===== src/rtl/fifo_pkg.sv =====
// Shared constants for the FIFO library: default geometry and the word packer's
// two-state output encoding.
package fifo_pkg;

  localparam int DEFAULT_DATA_WIDTH = 8;
  localparam int DEFAULT_PACK_RATIO = 4;

  // FILL: output register empty; HOLD: output register holds a word (out_valid=1).
  typedef enum logic {
    ST_FILL = 1'b0,
    ST_HOLD = 1'b1
  } pack_state_e;

endpackage


===== src/rtl/fifo_word_packer_if.sv =====
// FIFO read port plus packed output stream of the word packer, bundled as one interface.
interface fifo_word_packer_if #(
  parameter int DATA_WIDTH = 8,
  parameter int PACK_RATIO = 4
);

  logic                             fifo_rd_en;
  logic [DATA_WIDTH-1:0]            fifo_rd_data;
  logic                             fifo_empty;
  logic                             flush;
  logic                             out_valid;
  logic [DATA_WIDTH*PACK_RATIO-1:0] out_data;
  logic [PACK_RATIO-1:0]            out_keep;
  logic                             out_last;
  logic                             out_ready;
  logic                             busy;

  // master is the packer itself; slave is the FIFO/downstream environment.
  modport master (
    output fifo_rd_en, out_valid, out_data, out_keep, out_last, busy,
    input  fifo_rd_data, fifo_empty, flush, out_ready
  );

  modport slave (
    input  fifo_rd_en, out_valid, out_data, out_keep, out_last, busy,
    output fifo_rd_data, fifo_empty, flush, out_ready
  );

endinterface


===== src/rtl/fifo_word_packer.sv =====
// Drains a show-ahead FIFO, packing PACK_RATIO narrow words into one wide word on a
// valid/ready stream; a flush closes a partial word early with a keep mask and last flag.
module fifo_word_packer
  import fifo_pkg::*;
#(
  parameter int  DATA_WIDTH = DEFAULT_DATA_WIDTH,
  parameter int  PACK_RATIO = DEFAULT_PACK_RATIO,
  localparam int IDX_WIDTH  = $clog2(PACK_RATIO)
) (
  input  logic               clk,
  input  logic               rst_n,
  fifo_word_packer_if.master bus
);

  localparam logic [IDX_WIDTH-1:0] LAST_IDX = IDX_WIDTH'(PACK_RATIO - 1);

  pack_state_e                          state_q, state_d;
  logic [IDX_WIDTH-1:0]                 idx_q, idx_d;
  logic [PACK_RATIO-1:0][DATA_WIDTH-1:0] acc_q, acc_d;
  logic [PACK_RATIO-1:0]                acc_keep_q, acc_keep_d;
  logic                                 flush_pending_q, flush_pending_d;
  logic                                 out_valid_q, out_valid_d;
  logic [DATA_WIDTH*PACK_RATIO-1:0]     out_data_q, out_data_d;
  logic [PACK_RATIO-1:0]                out_keep_q, out_keep_d;
  logic                                 out_last_q, out_last_d;

  logic                                 out_free;
  logic                                 pop;
  logic                                 closes;
  logic                                 eff_flush;
  logic [PACK_RATIO-1:0][DATA_WIDTH-1:0] acc_merged;
  logic [PACK_RATIO-1:0]                keep_merged;

  // The output register can take a new word this cycle if it is empty or being drained.
  assign out_free  = (state_q == ST_FILL) || bus.out_ready;
  assign pop       = rst_n && !bus.fifo_empty && out_free;
  assign closes    = pop && (idx_q == LAST_IDX);
  assign eff_flush = bus.flush || flush_pending_q;

  // Accumulator as it would look after this cycle's pop, before any emit decision.
  for (genvar gi = 0; gi < PACK_RATIO; gi++) begin : g_lane
    logic lane_hit;
    assign lane_hit        = pop && (idx_q == IDX_WIDTH'(gi));
    assign acc_merged[gi]  = lane_hit ? bus.fifo_rd_data : acc_q[gi];
    assign keep_merged[gi] = acc_keep_q[gi] | lane_hit;
  end

  always_comb begin
    state_d         = state_q;
    idx_d           = idx_q;
    acc_d           = acc_q;
    acc_keep_d      = acc_keep_q;
    flush_pending_d = flush_pending_q;
    out_valid_d     = out_valid_q;
    out_data_d      = out_data_q;
    out_keep_d      = out_keep_q;
    out_last_d      = out_last_q;

    if (state_q == ST_HOLD && bus.out_ready) begin
      state_d     = ST_FILL;
      out_valid_d = 1'b0;
    end

    if (closes) begin
      // A pop implies out_free, so any effective flush is consumed by the full word.
      state_d         = ST_HOLD;
      out_valid_d     = 1'b1;
      out_data_d      = acc_merged;
      out_keep_d      = '1;
      out_last_d      = eff_flush;
      acc_d           = '0;
      acc_keep_d      = '0;
      idx_d           = '0;
      flush_pending_d = 1'b0;
    end else if (out_free && eff_flush) begin
      flush_pending_d = 1'b0;
      if (keep_merged != '0) begin
        // Unused lanes are already zero because acc is cleared on every emit.
        state_d     = ST_HOLD;
        out_valid_d = 1'b1;
        out_data_d  = acc_merged;
        out_keep_d  = keep_merged;
        out_last_d  = 1'b1;
        acc_d       = '0;
        acc_keep_d  = '0;
        idx_d       = '0;
      end
    end else begin
      acc_d      = acc_merged;
      acc_keep_d = keep_merged;
      if (pop) begin
        idx_d = idx_q + IDX_WIDTH'(1);
      end
      if (!out_free && bus.flush) begin
        flush_pending_d = 1'b1;
      end
    end
  end

  always_ff @(posedge clk) begin
    if (!rst_n) begin
      state_q         <= ST_FILL;
      idx_q           <= '0;
      acc_q           <= '0;
      acc_keep_q      <= '0;
      flush_pending_q <= 1'b0;
      out_valid_q     <= 1'b0;
      out_data_q      <= '0;
      out_keep_q      <= '0;
      out_last_q      <= 1'b0;
    end else begin
      state_q         <= state_d;
      idx_q           <= idx_d;
      acc_q           <= acc_d;
      acc_keep_q      <= acc_keep_d;
      flush_pending_q <= flush_pending_d;
      out_valid_q     <= out_valid_d;
      out_data_q      <= out_data_d;
      out_keep_q      <= out_keep_d;
      out_last_q      <= out_last_d;
    end
  end

  assign bus.fifo_rd_en = pop;
  assign bus.out_valid  = out_valid_q;
  assign bus.out_data   = out_data_q;
  assign bus.out_keep   = out_keep_q;
  assign bus.out_last   = out_last_q;
  assign bus.busy       = (acc_keep_q != '0) || out_valid_q || flush_pending_q;

endmodule


===== src/flat_wrapper.sv =====
// flat-port wrapper written by rule: the top's interface ports become plain ports
module fifo_word_packer_flat import fifo_pkg::*;
#(
  parameter int  DATA_WIDTH = DEFAULT_DATA_WIDTH,
  parameter int  PACK_RATIO = DEFAULT_PACK_RATIO,
  localparam int IDX_WIDTH  = $clog2(PACK_RATIO)
)
  (clk, rst_n, bus_fifo_rd_en, bus_out_valid, bus_out_data, bus_out_keep, bus_out_last, bus_busy, bus_fifo_rd_data, bus_fifo_empty, bus_flush, bus_out_ready);
  fifo_word_packer_if #(.DATA_WIDTH(DATA_WIDTH), .PACK_RATIO(PACK_RATIO)) bus_i ();
  input  logic clk;
  input  logic rst_n;
  output wire logic [$bits(bus_i.fifo_rd_en)-1:0] bus_fifo_rd_en;
  output wire logic [$bits(bus_i.out_valid)-1:0] bus_out_valid;
  output wire logic [$bits(bus_i.out_data)-1:0] bus_out_data;
  output wire logic [$bits(bus_i.out_keep)-1:0] bus_out_keep;
  output wire logic [$bits(bus_i.out_last)-1:0] bus_out_last;
  output wire logic [$bits(bus_i.busy)-1:0] bus_busy;
  input wire logic [$bits(bus_i.fifo_rd_data)-1:0] bus_fifo_rd_data;
  input wire logic [$bits(bus_i.fifo_empty)-1:0] bus_fifo_empty;
  input wire logic [$bits(bus_i.flush)-1:0] bus_flush;
  input wire logic [$bits(bus_i.out_ready)-1:0] bus_out_ready;
  assign bus_fifo_rd_en = bus_i.fifo_rd_en;
  assign bus_out_valid = bus_i.out_valid;
  assign bus_out_data = bus_i.out_data;
  assign bus_out_keep = bus_i.out_keep;
  assign bus_out_last = bus_i.out_last;
  assign bus_busy = bus_i.busy;
  assign bus_i.fifo_rd_data = bus_fifo_rd_data;
  assign bus_i.fifo_empty = bus_fifo_empty;
  assign bus_i.flush = bus_flush;
  assign bus_i.out_ready = bus_out_ready;
  fifo_word_packer #(.DATA_WIDTH(DATA_WIDTH), .PACK_RATIO(PACK_RATIO)) u_core (.clk(clk), .rst_n(rst_n), .bus(bus_i));
endmodule

===== config.mk =====
export PLATFORM = sky130hd
export DESIGN_NAME = fifo_word_packer_flat
export DESIGN_NICKNAME = d
export VERILOG_FILES = /design/src/rtl/fifo_pkg.sv /design/src/rtl/fifo_word_packer_if.sv /design/src/rtl/fifo_word_packer.sv /design/src/flat_wrapper.sv
export SDC_FILE = /design/constraint.sdc
export NUM_CORES = 1
export LEC_CHECK = 0
export BUFFER_PORTS_ARGS = -buffer_cell sky130_fd_sc_hd__buf_2
export CAP_MARGIN = 20
export CELL_PAD_IN_SITES_DETAIL_PLACEMENT = 1
export CELL_PAD_IN_SITES_GLOBAL_PLACEMENT = 1
export CORE_MARGIN = 5
export CORE_UTILIZATION = 45
export DETAILED_ROUTE_END_ITERATION = 10
export HOLD_SLACK_MARGIN = 0.08
export PLACE_DENSITY = 0.82
export SLEW_MARGIN = 5
export SYNTH_ARGS = -nofsm -noshare
export SYNTH_HDL_FRONTEND = slang
export SYNTH_SLANG_ARGS = --single-unit

===== constraint.sdc =====
create_clock -name clk -period 5 [get_ports clk]
set_input_delay 1.5 -clock clk [delete_from_list [all_inputs] [get_ports clk]]
set_output_delay 1.5 -clock clk [all_outputs]
set_load 0.005 [all_outputs]

**After elaboration in Yosys (flattened, before gate mapping)**

Index checks and enable logic that the tools add are counted.
W data, S select, Z words.

- Bits in registers: 78
- Output and inout bits: 40
- Input port bits: 13
- Word-level logic and storage cells: 76

- Reductions and logical operators: 25
- Mux-type cells: 28
- Equal/unequal tests: 4
- Add/subtract/negate cells: 1
- Bitwise operators: 6

Operators with widths:

| operator | number |
|---|---|
| $mux W32 | 5 |
| $mux W8 | 4 |
| $mux W4 | 5 |
| $mux W1 | 11 |
| $logic_and A1 B1 Y1 | 9 |
| $reduce_bool A4 Y1 | 2 |
| $mux W2 | 3 |
| $reduce_bool A2 Y1 | 3 |
| $eq A2 B2 Y1 const B | 2 |
| $logic_or A1 B1 Y1 | 4 |
| $or A1 B1 Y1 | 4 |
| $reduce_and A2 Y1 | 2 |
| $reduce_or A3 Y1 | 1 |
| $add A2 B1 Y2 const B | 1 |
| $eq A2 B1 Y1 const B | 1 |
| $logic_not A1 Y1 | 2 |
| $logic_not A2 Y1 | 1 |
| $ne A2 B2 Y1 const B | 1 |
| $not A1 Y1 | 2 |
| $reduce_or A2 Y1 | 1 |

**Longest topological paths before layout**

- Depth in word-level cells: 9
- Mapped depth: 8

**Worst setup path before layout**

No wires, ideal clock.

- Path kind: input to output
- Start point: input port bus_fifo_empty
- End point: output port bus_fifo_rd_en
- Arrival time: 2,036 ps
- Path slack: 1,464 ps
- Cell stages on the path: 3
- Path buffers: 1
- Required time: 3,500 ps
- Cell sequence: nand2b_1 buf_2 nor2_1

- Cells in the longest elaborated chain, start to end: 3

RTL lines:

| element | line | RTL |
|---|---|---|
| start, declared | flat_wrapper.sv:19 | `input wire logic [$bits(bus_i.fifo_empty)-1:0] bus_fifo_empty;` |
| $logic_not A1 Y1 | fifo_word_packer.sv:36 | `assign pop = rst_n && !bus.fifo_empty && out_free;` |
| $logic_and A1 B1 Y1 (2 in series) | fifo_word_packer.sv:36 |  |
| end, declared | flat_wrapper.sv:12 | `output wire logic [$bits(bus_i.fifo_rd_en)-1:0] bus_fifo_rd_en;` |

Every way passes these cells.

**Worst setup path in the final report**

Same ends and word-level chain as after synthesis.

==> key figures <==
Clocking
  • Worst-Skew Late Latency: between 300 and 400 ps
  • CTS H-tree depth: 3
  • Setup Fix Bufs, Post-CTS: 0
  • CTS Buf Count: 9
  • Worst-path clk slew: 80 ps
  • CTS sink count: slightly below 80
  • Clock tree root buffer cell: clkbuf_8
  • CTS tree: yes
  • Hold buffer count at cts: 0
  • Clk buf depth: 2
  • Post-CTS Resized: 0

STA
  • Final hold vios: 0
  • Period minus WS final: slightly below 4000 ps
  • Final Skew: between 7 and 8 ps
  • Rel. slew slack: between 10% and 20%
  • Worst-margin pin slew: between 1000 and 1500 ps
  • Fmax: around 250 MHz
  • Final WS setup: approximately 1100 ps
  • Fin. max-slew vios: 0
  • Unrepaired setup endpoints after global routing: false
  • Fin crit share: 78.4%
  • Setup-failing EPs final: 0
  • Post-Route Setup TNS: 0 ps
  • Hold slack final: ~470 ps

Power
  • Pwr Total: ~1.3 mW
  • PwrDens: around 340 nW/um^2
  • Worst VDD drop: about 120 uV
  • Leak pwr: around 1.5 nW

Synthesis
  • Ranking of synthesized cells by area: dfxtp_1 48%, a22o_1 6.4%, o41ai_1 6.4%
  • Async S/R FF share, synth: 0%
  • Largest area contributor in the netlist: dfxtp_1
  • Top-count cell post-synth: dfxtp_1
  • Mapped Nets: around 350
  • Netlist cell types: 36
  • Top FF cell, synth: dfxtp_1
  • Synthesized cell area: approximately 3300 sq um
  • Register area share after synthesis: about 48%
  • Cell count after synthesis: 332
  • Mean Syn Cell Area: 9.86 sq um
  • Yosys warning count: 0
  • #FFs+latches synth: slightly below 80
  • EDFF count, synth: 0
  • Top cells by count, synth: 78 x dfxtp_1, 55 x nand2_1, 24 x a22o_1, 24 x o41ai_1
  • Share of the synthesized area in the top cell type: between 40% and 50%

Min path
  • Hold/Removal Path Class: reg -> reg
  • Worst Hold Launch: u_core.acc_q[26]$_SDFFE_PP0P_
  • Hold endpoint: u_core.acc_q[26]$_SDFFE_PP0P_
  • Hold depth: 1

Setup path
  • R2R depth: 8
  • Reg2reg setup slack: about 2400 ps
  • Nature of the critical path startpoint: primary input
  • Critical Path AT: 2420 ps
  • Worst setup EP type: primary output
  • Critical path required time: 3500 ps
  • Reg2reg end: u_core.bus.out_data[17]$_SDFFE_PN0P_
  • CP Cell Sequence: buf_2, nand2b_1, nor2_1, buf_2
  • Worst path max stage delay: 360 ps
  • CP Buf/Inv Count: 2
  • Crit path kind: in -> out
  • R2R Path Start: u_core.idx_q[0]$_SDFFE_PP0P_
  • Delay-heaviest family, CP: simple AND/OR/NAND/NOR gates
  • Most used cell along the critical path: buf_2
  • Maximum fanout along the worst path: 6
  • Worst path slowest cell: nor2_1

Global route
  • Largest net degree at the start of global routing: 31
  • Global-route usage over all layers: 21.7%
  • First-pass GRT wire length: between 10000 and 15000 um
  • Initial antenna violation count: 1
  • GR Overflow Total: 0
  • Vias in the first global route: ~2900

Floorplanning
  • Starting Density: a little under half
  • Horiz. Die Dim: roughly 95 um
  • Row count: 31
  • Core area: just over 7000 sq um
  • Die height: 95.3 um
  • DIE AREA: just over 9000 sq um
  • I/O pins: 53

Detailed routing
  • Post-Route WL: between 9000 and 10000 um
  • Detail Route Antenna Nets: 0
  • Routed via count: about 2800
  • Vias/cell: 5.86
  • # DRC: 0
  • Routed length per placed instance: 19.8 um
  • Drt first-iter violations: about 150
  • Drt pass-1 iters: 4

Placed design
  • Setup WS pre-CTS: 1070 ps
  • DP Wirelength: 6250 um
  • Number of port buffers: 52
  • Gpl congestion: between 0.8 and 0.9
  • Dpl cells: 466

Final layout
  • Diodes inserted: 0
  • Layout cells sized above 1: between 20 and 30%
  • P&R area growth vs syn: 16.1%
  • Post-Layout Cell Count: a little under 500
  • Final layout net count: between 300 and 400

Outcome
  • Status: completed

Flow run
  • Max-cap violations: 0
layout by cell type (no fill, tap or decap), drive strengths merged, types with 11 or more instances in the layout:
master / instances
a22o: 24
nand2: 55
nor3: 11
and2: 17
a31oi: 27
o21ai: 12
buf: 58
dfxtp: 78
nor2: 12
clkbuf: 11
o41ai: 24
area by class of cell:
class | instances | area, sq um
well taps | 99 | 124
repair buffers | 59 | 318
clock buffers | 10 | 128
multi-input cells | 227 | 1560
inverters | 6 | 22.5
fillers | 829 | 3370
clock inverters | 6 | 86.3
flip-flops and latches | 78 | 1560
where the power goes:
group	total, mW	internal (mW)	switching (mW)
Clock	0.516	0.280	0.236
Combinational	0.129	0.0467	0.0828
Sequential	0.652	0.641	0.0114
registers in the layout, summed over array words and instances, names as in the netlist, 2 cells and up:
register / count
u_core.acc_q: 32
u_core.bus.out_data: 32
u_core.acc_keep_q: 4
u_core.bus.out_keep: 4
u_core.idx_q: 2
worst max-delay path by stage:
stage	from	endpoint	depth (start not counted)
CTS	bus_fifo_empty	bus_fifo_rd_en	4
detailed placement	bus_fifo_empty	bus_fifo_rd_en	4
finish	bus_fifo_empty	bus_fifo_rd_en	4
global route	bus_fifo_empty	bus_fifo_rd_en	4
floorplan	bus_fifo_empty	bus_fifo_rd_en	3
global placement	bus_fifo_empty	bus_fifo_rd_en	4
layer usage:
| layer | vias to the layer above | share of wire (%) | track usage (%) | wire, um |
|---|---|---|---|---|
| li1 | 1346 | - | - | - |
| met2 | 67 | 50 | 37.0 | 4820 |
| met1 | 1411 | 43 | 26.2 | 4140 |
| met5 | - | 0.14 | 0 | 13 |
| met3 | 17 | 4.6 | 5.05 | 440 |
| met4 | 2 | 1.9 | 8.65 | 180 |
metrics by stage:
stage | utilization (%) | instance area, sq um
6_report | 53.0 | 3800
3_3_place_gp | 49.6 | 3560
5_1_grt | 53.0 | 3800
2_1_floorplan | - | 3270
4_1_cts | 52.6 | 3770
3_5_place_dp | 49.6 | 3560
kinds of logic (layout without fill, tap and decap cells):
| group | count (synthesis) | after routing | share of synthesized area (%) |
|---|---|---|---|
| AO/OA/AOI/OAI | 112 | 112 | 28.2 |
| buffers and inverters | 27 | 81 | 4.59 |
| flip-flops | 78 | 78 | 47.7 |
| adder cells (fa/ha/maj) | 4 | 4 | 1.53 |
| AND/OR/NAND/NOR | 111 | 111 | 18.0 |
No activity file was read; power rests on OpenSTA's default activity.
